### config.mk
export PLATFORM = sky130hd
export DESIGN_NAME = pack_rq0
export DESIGN_NICKNAME = d
export VERILOG_FILES = /design/src/rtl/ntru_pkg.sv /design/src/rtl/gearbox_13to8.sv /design/src/rtl/pack_rq0.sv
export SDC_FILE = /design/constraint.sdc
export NUM_CORES = 1
export LEC_CHECK = 0
export ABC_AREA = 1
export ABC_CLOCK_PERIOD_IN_PS = 1800
export CAP_MARGIN = 25
export CORE_ASPECT_RATIO = 0.7
export CORE_MARGIN = 10
export CORE_UTILIZATION = 45
export DETAILED_ROUTE_END_ITERATION = 10
export PLACE_DENSITY = 0.69
export SLEW_MARGIN = 10
export SYNTH_ARGS = -nofsm -noshare
export SYNTH_HDL_FRONTEND = slang
export SYNTH_SLANG_ARGS = --single-unit
### constraint.sdc
create_clock -name clk -period 1.8 [get_ports clk]
set_input_delay 0.18 -clock clk [delete_from_list [all_inputs] [get_ports clk]]
set_output_delay 0.18 -clock clk [all_outputs]
set_load 0.01 [all_outputs]
### src/rtl/ntru_pkg.sv
// Shared constants and types for the NTRU polynomial packers.
package ntru_pkg;

    localparam int N          = 701;
    localparam int LOGQ       = 13;
    localparam int COEF_W     = 16;
    localparam int ACC_W      = 24;
    localparam int CNT_W      = 5;
    localparam int IDX_W      = 10;
    localparam int BCNT_W     = 11;
    localparam int LOAD_MAX   = ACC_W - LOGQ;
    localparam int PACK_RQ0_BYTES = ((N - 1) * LOGQ + 7) / 8;

    typedef enum logic [1:0] {
        IDLE,
        LOAD,
        FLUSH,
        DONE
    } pack_state_e;

endpackage

### src/rtl/gearbox_13to8.sv
// 13-bit in, 8-bit out LSB-first bit accumulator with ready/valid rules.
module gearbox_13to8
    import ntru_pkg::*;
(
    input  logic              clk,
    input  logic              rst,
    input  logic              clear,
    input  logic              load,
    input  logic              flush,
    input  logic              insert,
    input  logic [COEF_W-1:0] coef,
    input  logic              out_ready,
    output logic              in_ready,
    output logic              out_valid,
    output logic              out_fire,
    output logic [7:0]        out_byte,
    output logic [CNT_W-1:0]  bit_cnt
);

    logic [ACC_W-1:0]  acc;
    logic [ACC_W-1:0]  acc_sh;
    logic [ACC_W-1:0]  acc_nx;
    logic [CNT_W-1:0]  cnt_sh;
    logic [CNT_W-1:0]  cnt_nx;
    logic [COEF_W-1:0] coef_m;
    logic              has_byte;

    // Bits above bit_cnt are always zero, so a residual byte is padded for free.
    always_comb begin
        coef_m    = coef & COEF_W'((1 << LOGQ) - 1);
        has_byte  = (bit_cnt >= CNT_W'(8));
        in_ready  = load && (bit_cnt <= CNT_W'(LOAD_MAX));
        out_valid = (load && has_byte) || (flush && (bit_cnt != '0));
        out_byte  = acc[7:0];
        out_fire  = out_valid && out_ready;

        acc_sh = acc;
        cnt_sh = bit_cnt;
        if (out_fire) begin
            acc_sh = acc >> 8;
            cnt_sh = has_byte ? (bit_cnt - CNT_W'(8)) : '0;
        end

        acc_nx = acc_sh;
        cnt_nx = cnt_sh;
        if (insert) begin
            acc_nx = acc_sh | (ACC_W'(coef_m) << cnt_sh);
            cnt_nx = cnt_sh + CNT_W'(LOGQ);
        end
    end

    always_ff @(posedge clk or posedge rst) begin
        if (rst) begin
            acc     <= '0;
            bit_cnt <= '0;
        end else if (clear) begin
            acc     <= '0;
            bit_cnt <= '0;
        end else begin
            acc     <= acc_nx;
            bit_cnt <= cnt_nx;
        end
    end

endmodule

### src/rtl/pack_rq0.sv
// Streaming Rq packer: N coefficients in, LSB-first 13-bit packed bytes out.
module pack_rq0
    import ntru_pkg::*;
(
    input  logic              clk,
    input  logic              rst,
    input  logic              start,
    input  logic [COEF_W-1:0] in_coef,
    input  logic              in_valid,
    output logic              in_ready,
    output logic [7:0]        out_byte,
    output logic              out_valid,
    input  logic              out_ready,
    output logic              busy,
    output logic              done,
    output logic [BCNT_W-1:0] byte_cnt
);

    pack_state_e      state;
    pack_state_e      state_nx;
    logic [IDX_W-1:0] coef_idx;
    logic [CNT_W-1:0] bit_cnt;
    logic             load;
    logic             flush;
    logic             clear;
    logic             accept;
    logic             last;
    logic             insert;
    logic             out_fire;

    gearbox_13to8 u_gearbox (
        .clk       (clk),
        .rst       (rst),
        .clear     (clear),
        .load      (load),
        .flush     (flush),
        .insert    (insert),
        .coef      (in_coef),
        .out_ready (out_ready),
        .in_ready  (in_ready),
        .out_valid (out_valid),
        .out_fire  (out_fire),
        .out_byte  (out_byte),
        .bit_cnt   (bit_cnt)
    );

    // The final coefficient is accepted but never inserted.
    always_comb begin
        load     = (state == LOAD);
        flush    = (state == FLUSH);
        clear    = (state == IDLE) && start;
        accept   = in_valid && in_ready;
        last     = (coef_idx == IDX_W'(N - 1));
        insert   = accept && !last;
        busy     = load || flush;
        done     = (state == DONE);
        state_nx = state;
        unique case (state)
            IDLE:  if (start) state_nx = LOAD;
            LOAD:  if (accept && last) state_nx = FLUSH;
            FLUSH: if (bit_cnt == '0) state_nx = DONE;
            DONE:  state_nx = IDLE;
            default: state_nx = IDLE;
        endcase
    end

    always_ff @(posedge clk or posedge rst) begin
        if (rst) begin
            state    <= IDLE;
            coef_idx <= '0;
            byte_cnt <= '0;
        end else begin
            state <= state_nx;
            if (clear) begin
                coef_idx <= '0;
                byte_cnt <= '0;
            end else begin
                if (insert)
                    coef_idx <= coef_idx + IDX_W'(1);
                if (out_fire)
                    byte_cnt <= byte_cnt + BCNT_W'(1);
            end
        end
    end

endmodule

-- Word-level counts from Yosys, hierarchy flattened
Index checks and enable logic that the tools add are counted.
- add/subtract/negate cells: 4
- magnitude comparators: 2
- eq/ne operators: 7
- shift operators: 1
- mux-type cells: 15
- bitwise operators: 1
- reduce and logical (&&, ||, !) cells: 17
- operators by type and width (cell ; number):
    $mux W24 ; 3
    $or A24 B24 Y24 ; 1
    $shl A13 B5 Y24 ; 1
    $mux W11 ; 2
    $mux W10 ; 2
    $mux W5 ; 4
    $add A11 B1 Y11 const B ; 1
    $add A10 B1 Y10 const B ; 1
    $eq A10 B10 Y1 const B ; 1
    $logic_and A1 B1 Y1 ; 8
    $pmux W2 S4 ; 1
    $mux W2 ; 3
    $ne A2 B2 Y1 const B ; 3
    $add A5 B4 Y5 const B ; 1
    $ge A5 B4 Y1 const B ; 1
    $le A5 B4 Y1 const B ; 1
    $logic_not A5 Y1 ; 1
    $reduce_bool A5 Y1 ; 1
    $sub A5 B4 Y5 const B ; 1
    $eq A2 B2 Y1 const B ; 2
    $reduce_bool A2 Y1 ; 2
    $reduce_and A3 Y1 ; 1
    $eq A2 B1 Y1 const B ; 1
    $logic_not A2 Y1 ; 1
    2 further kinds ; 3
- flip-flop bits (word level): 52
- bits of input ports: 21
- output and inout bits: 23
- word-level logic and storage cells: 52

-- Longest topological paths before layout
Gate-level depths: netlist of the first run.
- depth after elaboration: 9
- mapped depth: 16
- mapped depth without buffers: 14

-- Modules after synthesis
A second synthesis of the first run with hierarchy kept.
- cells, all modules: 530
- area total of the unflattened synthesis: 3847.4 µm²
- by module, submodules not included (module ; times used ; cells each ; area each (µm²) ; seq. area each (µm²)):
    gearbox_13to8 ; 1 ; 347 ; 2457.4 ; 725.7
    pack_rq0 ; 1 ; 183 ; 1390.1 ; 575.6

-- Worst setup path after synthesis of the first run
OpenSTA, ideal clock, no wires.
- path kind: reg-to-reg
- start: register u_gearbox.bit_cnt[3]
- end: register u_gearbox.bit_cnt[4]
- library setup time: 0.119 ns
- arrival time: 1.788 ns
- required time: 1.681 ns
- path slack: -0.107 ns
- cell stages (with the launch flop): 12
- buffers on the path: 1
- period minus slack after synthesis: 1.907 ns
- cells stage by stage: dfrtp_1 -> inv_2 -> ha_1 -> nand2_4 -> o21ai_2 -> buf_4 -> inv_1 -> ha_1 -> inv_1 -> nand3_1 -> a21oi_1 -> nor2_1
- cells in the longest elaborated chain, start to end: 8
- elaborated cells on any way between the ends: 16
- those cells by class: 2 x add/sub; 2 x order compare; 4 x mux; 8 x reduce/logical
- RTL lines (element ; line ; RTL):
    start: declaration ; gearbox_13to8.sv:17 ; output logic [CNT_W-1:0] bit_cnt
    start signal: assignment ; gearbox_13to8.sv:61 ; bit_cnt <= cnt_nx;
    $ge A5 B4 Y1 / $reduce_bool A5 Y1 (equally long branches) ; gearbox_13to8.sv:31, gearbox_13to8.sv:33 ;
    $logic_and A1 B1 Y1 ; gearbox_13to8.sv:33 ; out_valid = (load && has_byte) || (flush && (bit_cnt != '0));
    $logic_or A1 B1 Y1 ; gearbox_13to8.sv:33 ;
    $logic_and A1 B1 Y1 ; gearbox_13to8.sv:35 ; out_fire = out_valid && out_ready;
    $mux W5 ; gearbox_13to8.sv:39 ; if (out_fire) begin
    $add A5 B4 Y5 ; gearbox_13to8.sv:48 ; cnt_nx = cnt_sh + CNT_W'(LOGQ);
    $mux W5 * ; gearbox_13to8.sv:46 ; if (insert) begin
    $mux W5 * ; gearbox_13to8.sv:56 ; end else if (clear) begin
Mark *: on every way between the ends. The rest lies on a longest branch, timed or not.
A chain may end at the register's enable or synchronous reset.

-- Final worst setup path of the first run
- start: register state[0]
- end: register u_gearbox.acc[11]
- cells in the longest elaborated chain, start to end: 9
- elaborated cells on any way between the ends: 17
- those cells by class: 2 x eq/ne; 1 x shift; 4 x mux; 1 x bitwise; 9 x reduce/logical
- RTL lines (element ; line ; RTL):
    start: declaration ; pack_rq0.sv:19 ; pack_state_e state;
    start signal: assignment ; pack_rq0.sv:73 ; state <= state_nx;
    $eq A2 B1 Y1 / $eq A2 B2 Y1 (equally long branches) ; pack_rq0.sv:49, pack_rq0.sv:50 ;
    $logic_and A1 B1 Y1 ; gearbox_13to8.sv:33 ;
    $logic_or A1 B1 Y1 ; gearbox_13to8.sv:33 ;
    $logic_and A1 B1 Y1 ; gearbox_13to8.sv:35 ;
    $mux W5 ; gearbox_13to8.sv:39 ;
    $shl A13 B5 Y24 ; gearbox_13to8.sv:47 ; acc_nx = acc_sh | (ACC_W'(coef_m) << cnt_sh);
    $or A24 B24 Y24 ; gearbox_13to8.sv:47 ;
    $mux W24 ; gearbox_13to8.sv:46 ;
    $mux W24 * ; gearbox_13to8.sv:56 ;
    end signal: assignment ; gearbox_13to8.sv:60 ; acc <= acc_nx;
    end: declaration ; gearbox_13to8.sv:20 ; logic [ACC_W-1:0] acc;
Marked as above.

==> results of run 1 <==
[what timing repair did]
item | CTS | global route
gates resized for setup | 68 | 103
endpoints found under the setup margin | 48 | 51
setup buffers | 5 | 14
pin swaps | 16 | 29
gates cloned | 0 | 1
[cell families (layout without fill, tap and decap cells)]
family                     count (synthesis)  in the layout  share of synthesized area
muxes                                      9              9                     0.0249
adders and majority gates                 11             11                     0.0380
and+or+nand+nor                          281            281                      0.362
buffers and inverters                     86            186                      0.110
xor gates and xnor gates                   1              1                    0.00242
DFF                                       52             52                      0.359
AOI/OAI and AO/OA                         69             69                      0.104
[path summary, 6_finish.rpt]
kind,start,to,slack (ps),depth (start not counted)
max reg2reg,state[0]$_DFFE_PP0P_,u_gearbox.acc[11]$_DFF_PP0_,-220,13
max in group asynchronous,rst,u_gearbox.bit_cnt[3]$_DFF_PP0_,1290,3
min in group clk,byte_cnt[10]$_DFFE_PP0P_,byte_cnt[10]$_DFFE_PP0P_,470,1
max,state[0]$_DFFE_PP0P_,u_gearbox.acc[11]$_DFF_PP0_,-220,13
min reg2reg,byte_cnt[10]$_DFFE_PP0P_,byte_cnt[10]$_DFFE_PP0P_,470,1
min,rst,u_gearbox.bit_cnt[1]$_DFF_PP0_,260,3
[cell usage after synthesis (all sizes together)]
cell type	n	area (um2)
buf	24	166
nor2	39	184
clkinv	3	11.3
dfrtp	52	1300
xor2	1	8.76
nor3	9	45.0
o21ai	26	134
nand2	121	494
mux2i	9	90.1
nand4	6	37.5
nand3	106	551
clkbuf	4	15.0
o21a	1	7.51
a211oi	1	7.51
a21oi	35	186
ha	11	138
inv	55	206
a2bb2oi	1	8.76
a31oi	5	31.3
[report_power, final]
group	internal [mW]	leakage, nW	switching (mW)	total, mW
Sequential	1.49	0.701	0.257	1.75
Clock	0.665	0.0857	0.468	1.13
Combinational	2.44	1.87	3.17	5.61
[layout make-up]
type	instances	area, um2
multi-input combinational	371	2510
fill	603	2350
sequential	52	1310
timing repair buffer	120	1140
inverter	58	231
tap	101	126
clock buffer	5	125
clock inverter	3	46.3
[placed cells by master (no fill, tap or decap), drive strengths merged]
cell           instances
a211oi                 1
a21oi                 35
a2bb2oi                1
a31oi                  5
buf                   80
bufinv                 1
clkbuf                 7
clkdlybuf4s50         37
clkinv                 4
dfrtp                 52
dlygate4sd2            1
ha                    11
inv                   56
mux2i                  9
nand2                121
nand3                106
nand4                  6
nor2                  39
nor3                   9
o21a                   1
o21ai                 26
xor2                   1
[critical path, stage by stage (launching register included)]
cell     delay [ps]
dfrtp_1         440
inv_2           100
ha_4            160
nand2_4          80
nor2_4          170
nand2_4         110
buf_6           160
nand3_1         120
nand3_1         130
nand3_1         120
nand2_1          90
nor2_1          120
nor2_1           60
nor2_1           80
[metrics by stage]
stage	total power [mW]	instances	worst slack [ps]	instance area, um2	TNS [ps]
floorplan	4.45	509	-20.2	3650	-20.2
global route	9.04	710	-331	5490	-9140
CTS	7.59	696	-156	4970	-3440
global placement	5.98	683	-184	4510	-3880
finish	8.50	710	-216	5490	-4650
detailed placement	6.08	683	-241	4510	-6560
[flip-flops by register name, summed over array words and instances (netlist names)]
signal             count
byte_cnt              11
coef_idx              10
state                  2
u_gearbox.acc         24
u_gearbox.bit_cnt      5
[routing by layer]
metal  routed length, um  global-route usage  up-vias
met4                  93              0.0265        0
met2                5260               0.267      177
met1                5410               0.259     1861
met3                1070              0.0443       14
li1                    -                   -     1877
met5                   0                   0        -
==> out/results.ini, run 1 <==
[sta]
fmax_mhz = 496
post-route-min-period_ps = 2020
whs_ps = 264
worst_pin_slew_ps = 283
slew_headroom = 0.812
fin_worst_skew_ps = 8.65
slew_violations = 0
hold_viol_final = 0
setup_viol = 35
setup_ws_ps = -216
rsz0062_at_grt = true
layout_worst_path_cycle_share = 1.12

[detailed_routing]
viasPerCell = 5.53
drt_iter0_markers = 460
drtPass1Iterations = 6
post-route-drc-count = 0
wl_per_cell_um = 16.7
routed_wl_um = 11800
via_count = 3929
detail-route-antenna-nets = 0

[floorplan]
fp.dieH_um = 95.1
die_w_um = 127
core_area_um2 = 7840
start_util = 0.462
ios = 44
die_area_um2 = 12100
std_cell_rows = 27

[cells_and_area]
drive_above_1_share = 0.366
antenna_cells = 0
final_util = 0.701
area_delta_synth_final_pct = 51.5
layout.nets = 640

[run_status]
status = finished with violations
violations = negative setup slack

[clock_tree]
cts_tree = built
htreeDepth = 2
clock_path_buffers = 2
ctsHoldBuffers = 0
clockRootBuffer = clkbuf_16
cts_buffers = 5
cts_sinks = 52
clkLatencyLatePin_ps = 300
clkTransAtPathRegs_ps = 80

[synthesis]
syn_area_per_cell_um2 = 7.12
synth.yosys.warnings = 0
yosysSeqAreaShare = 0.359
synthCells = 509
synth_fp_nets = 541
netlist_area_um2 = 3620
ys_ff_latch = 52
ys_types = 31

[power]
max-vdd-ir-drop_mv = 0.919
leakagePower_nw = 2.66
power_density_nw_per_um2 = 1550

[grt]
grt_max_degree = 53
grt_antenna_before_repair = 0
grt_pass1_wl_um = 17900
grt_overflow = 0
first_global_vias = 3575
grtUsageTotal = 0.179

[worst_setup_path]
cp_max_fo = 10
worst_setup_path_end_kind = register
crit_required_ps = 2030
crit_type = reg -> reg
arrival_ps = 2240
startpoint_type = register

[placement]
gp_congestion = 0.965
dp_hpwl_um = 7890
io_buffers = 40

[job]
max_cap_viol_count = 0

[worst_hold_path]
hold_path_class = in -> async

Note: power is estimated with default switching activity, not from simulation.
==> inputs of run 2 (changes only) <==
--- a/config.mk
+++ b/config.mk
@@ -10,9 +10,9 @@
 export CAP_MARGIN = 25
 export CORE_ASPECT_RATIO = 0.7
 export CORE_MARGIN = 10
-export CORE_UTILIZATION = 45
+export CORE_UTILIZATION = 50
 export DETAILED_ROUTE_END_ITERATION = 10
-export PLACE_DENSITY = 0.69
+export PLACE_DENSITY = 0.76
 export SLEW_MARGIN = 10
 export SYNTH_ARGS = -nofsm -noshare
 export SYNTH_HDL_FRONTEND = slang
==> run 2 against run 1 <==
Against the previous run:
- the flow still finishes with violations (negative setup slack)
- die area decreased by 8.2%
- total power decreased by 2.0%
- critical path depth unchanged
- final area decreased by 0.59%
- fmax decreased by 2.4%
- largest cell class unchanged
==> out/results.ini, run 2 (synthesized netlist as in run 1, its figures left out) <==
[grt]
grt_overflow = 0  ; unchanged
grt_pass1_wl_um = 18200  ; +1.5%
grt_antenna_before_repair = 0  ; unchanged
grt_max_degree = 23  ; -57%
first_global_vias = 3746  ; +4.8%
grtUsageTotal = 0.196  ; +0.0177

[job]
max_cap_viol_count = 0  ; unchanged

[clock_tree]
cts_buffers = 5  ; unchanged
clkTransAtPathRegs_ps = 100  ; +20 ps
cts_tree = built
clkLatencyLatePin_ps = 310  ; about the same
ctsHoldBuffers = 0  ; unchanged
clock_path_buffers = 2  ; unchanged
htreeDepth = 2  ; unchanged
cts_sinks = 52  ; unchanged
clockRootBuffer = clkbuf_8

[sta]
rsz0062_at_grt = true
setup_viol = 36  ; +2.9%
worst_pin_slew_ps = 416  ; +133 ps
post-route-min-period_ps = 2060  ; +49.0 ps
fin_worst_skew_ps = 5.68  ; -2.98 ps
layout_worst_path_cycle_share = 1.15  ; +0.0272
hold_viol_final = 0  ; unchanged
slew_violations = 0  ; unchanged
whs_ps = 161  ; -103 ps
slew_headroom = 0.722  ; -0.0892
fmax_mhz = 484  ; -2.4%
setup_ws_ps = -265  ; -49.0 ps

[cells_and_area]
layout_commonest_cell = nand2_1
drive_above_1_share = 0.372  ; +0.00599
regMostFlops = u_gearbox.acc
area_delta_synth_final_pct = 50.6
design_area_um2 = 5460  ; -0.59%
largest_reg_flops = 24  ; unchanged
reg.largest.list = u_gearbox.acc: 24 flops, byte_cnt: 11 flops, coef_idx: 10 flops
antenna_cells = 0  ; unchanged
layout_common_cells = nand2_1, buf_4, nand3_1, dfrtp_1, inv_1
layout.nets = 649  ; +1.4%

[power]
max-vdd-ir-drop_mv = 0.862  ; -6.2%
power_frac_seq = 0.211  ; +0.005
power_switching_mw = 3.99  ; +2.4%
clkPwrFrac = 0.084  ; -0.049
pwr-share-comb = 0.706  ; +0.045
leakagePower_nw = 2.67  ; +0.56%
power_switching_share = 0.480  ; +0.0209
intPower_mw = 4.33  ; -5.8%
power_density_nw_per_um2 = 1530  ; -1.4%

[floorplan]
die_area_um2 = 11100  ; -8.2%
std_cell_rows = 25  ; -7.4%
start_util = 0.527  ; +0.0642
fp.dieH_um = 91.2  ; -4.0%
die_w_um = 122  ; -4.3%
core_area_um2 = 6880  ; -12%
ios = 44  ; unchanged

[detailed_routing]
viasPerCell = 5.77  ; +4.2%
routed_wl_um = 12200  ; +2.8%
drt_iter0_markers = 453  ; -1.5%
drtPass1Iterations = 5  ; -1
post-route-drc-count = 0  ; unchanged
via_count = 4106  ; +4.5%
detail-route-antenna-nets = 0  ; unchanged
wl_per_cell_um = 17.1  ; +2.5%

[worst_hold_path]
hold_path_class = in -> async

[worst_setup_path]
path_delay_family = simple AND/OR/NAND/NOR gates
critPathMaxStageDelay_ps = 440  ; about the same
worst_path_max_delay_cell = dfrtp_1
worst_setup_path_end_kind = register
crit_chain = buf_6 -> inv_2 -> nand2_2 -> nand2_2 -> nand4_1 -> nor2_4 -> nand3_4 -> nor2_4 -> clkbuf_16 -> nand3_4 -> nand3_2 -> nand2_1 -> inv_1
cp_max_fo = 4  ; -6
startpoint_type = register
arrival_ps = 2320  ; +80 ps
crit_type = reg -> reg
path_buf_inv = 4  ; +2
crit_required_ps = 2050  ; +20 ps

[placement]
io_buffers = 40  ; unchanged
dp_hpwl_um = 7890  ; about the same
dpl-instance-area_um2 = 4520  ; +0.19%
gp_congestion = 1.05  ; +8.9%

[run_status]
violations = negative setup slack
status = finished with violations

run 2: cell count changes in the layout (fill, tap and decap cells not counted), moves of 5 or more:
cell,delta
buf_4,+8
inv_2,+6
o21ai_1,+6
a21oi_1,+5
a21oi_2,-5
clkbuf_8,+5
run 2: worst register-to-register path, delay by kind of cell, from the launching register on:
family	cells	cell delay, ps
AND/OR/NAND/NOR	9	1130
buffers and inverters	4	450
flip-flops	1	440
run 2: metrics by stage:
stage | power (mW) | util | setup slack, ps | setup TNS [ps] | cells
finish | 8.32 | 0.793 | -265 | -5560 | 712
global route | 8.84 | 0.793 | -364 | -9810 | 712
CTS | 7.14 | 0.708 | -167 | -3780 | 696
detailed placement | 6.11 | 0.657 | -252 | -5580 | 680
global placement | 5.96 | 0.657 | -140 | -3310 | 680
floorplan | 4.45 | - | -20.2 | -20.2 | 509
run 2: final timing paths:
path | startpoint | cells past startpoint | slack [ps] | endpoint
worst min register to register | byte_cnt[10]$_DFFE_PP0P_ | 1 | 470 | byte_cnt[10]$_DFFE_PP0P_
worst min-delay path | rst | 2 | 160 | coef_idx[8]$_DFFE_PP0P_
worst max register to register | u_gearbox.bit_cnt[2]$_DFF_PP0_ | 13 | -260 | u_gearbox.acc[15]$_DFF_PP0_
worst max-delay path | u_gearbox.bit_cnt[2]$_DFF_PP0_ | 13 | -260 | u_gearbox.acc[15]$_DFF_PP0_
max in group asynchronous | rst | 3 | 1060 | u_gearbox.bit_cnt[3]$_DFF_PP0_
min in group clk | byte_cnt[10]$_DFFE_PP0P_ | 1 | 470 | byte_cnt[10]$_DFFE_PP0P_
run 2: routing by layer:
layer  wire length, um  share of wire  global-route usage  up-vias
met1              5050           0.41               0.260     1923
met2              5550           0.46               0.307      245
li1                  -              -                   -     1896
met4               336          0.028              0.0465        0
met5                 0              0                   0        -
met3              1230           0.10              0.0569       42
run 2: final cells by class:
class                      instances  area, um2
clock inverter                     2       13.8
timing repair buffer             129       1220
sequential                        52       1300
tap                               94        118
multi-input combinational        371       2500
fill                             433       1420
clock buffer                       6       72.6
inverter                          58        233
run 2: power by group through the flow:
stage	Clock (mW)	Combinational [mW]	Sequential, mW
6_report	0.697	5.87	1.75
5_1_grt	0.761	6.29	1.79
4_1_cts	0.704	4.73	1.71
3_5_place_dp	0	4.37	1.74
3_3_place_gp	0	4.24	1.71
2_1_floorplan	0	2.77	1.68
run 2: repair_timing:
item                                   in CTS  in global routing
pin swaps                                  11                 30
endpoints found under the hold margin       0                  0
gates cloned                                1                  3
resized for setup                          59                116
setup endpoints to repair                  46                 52
buffers inserted                            7                 15
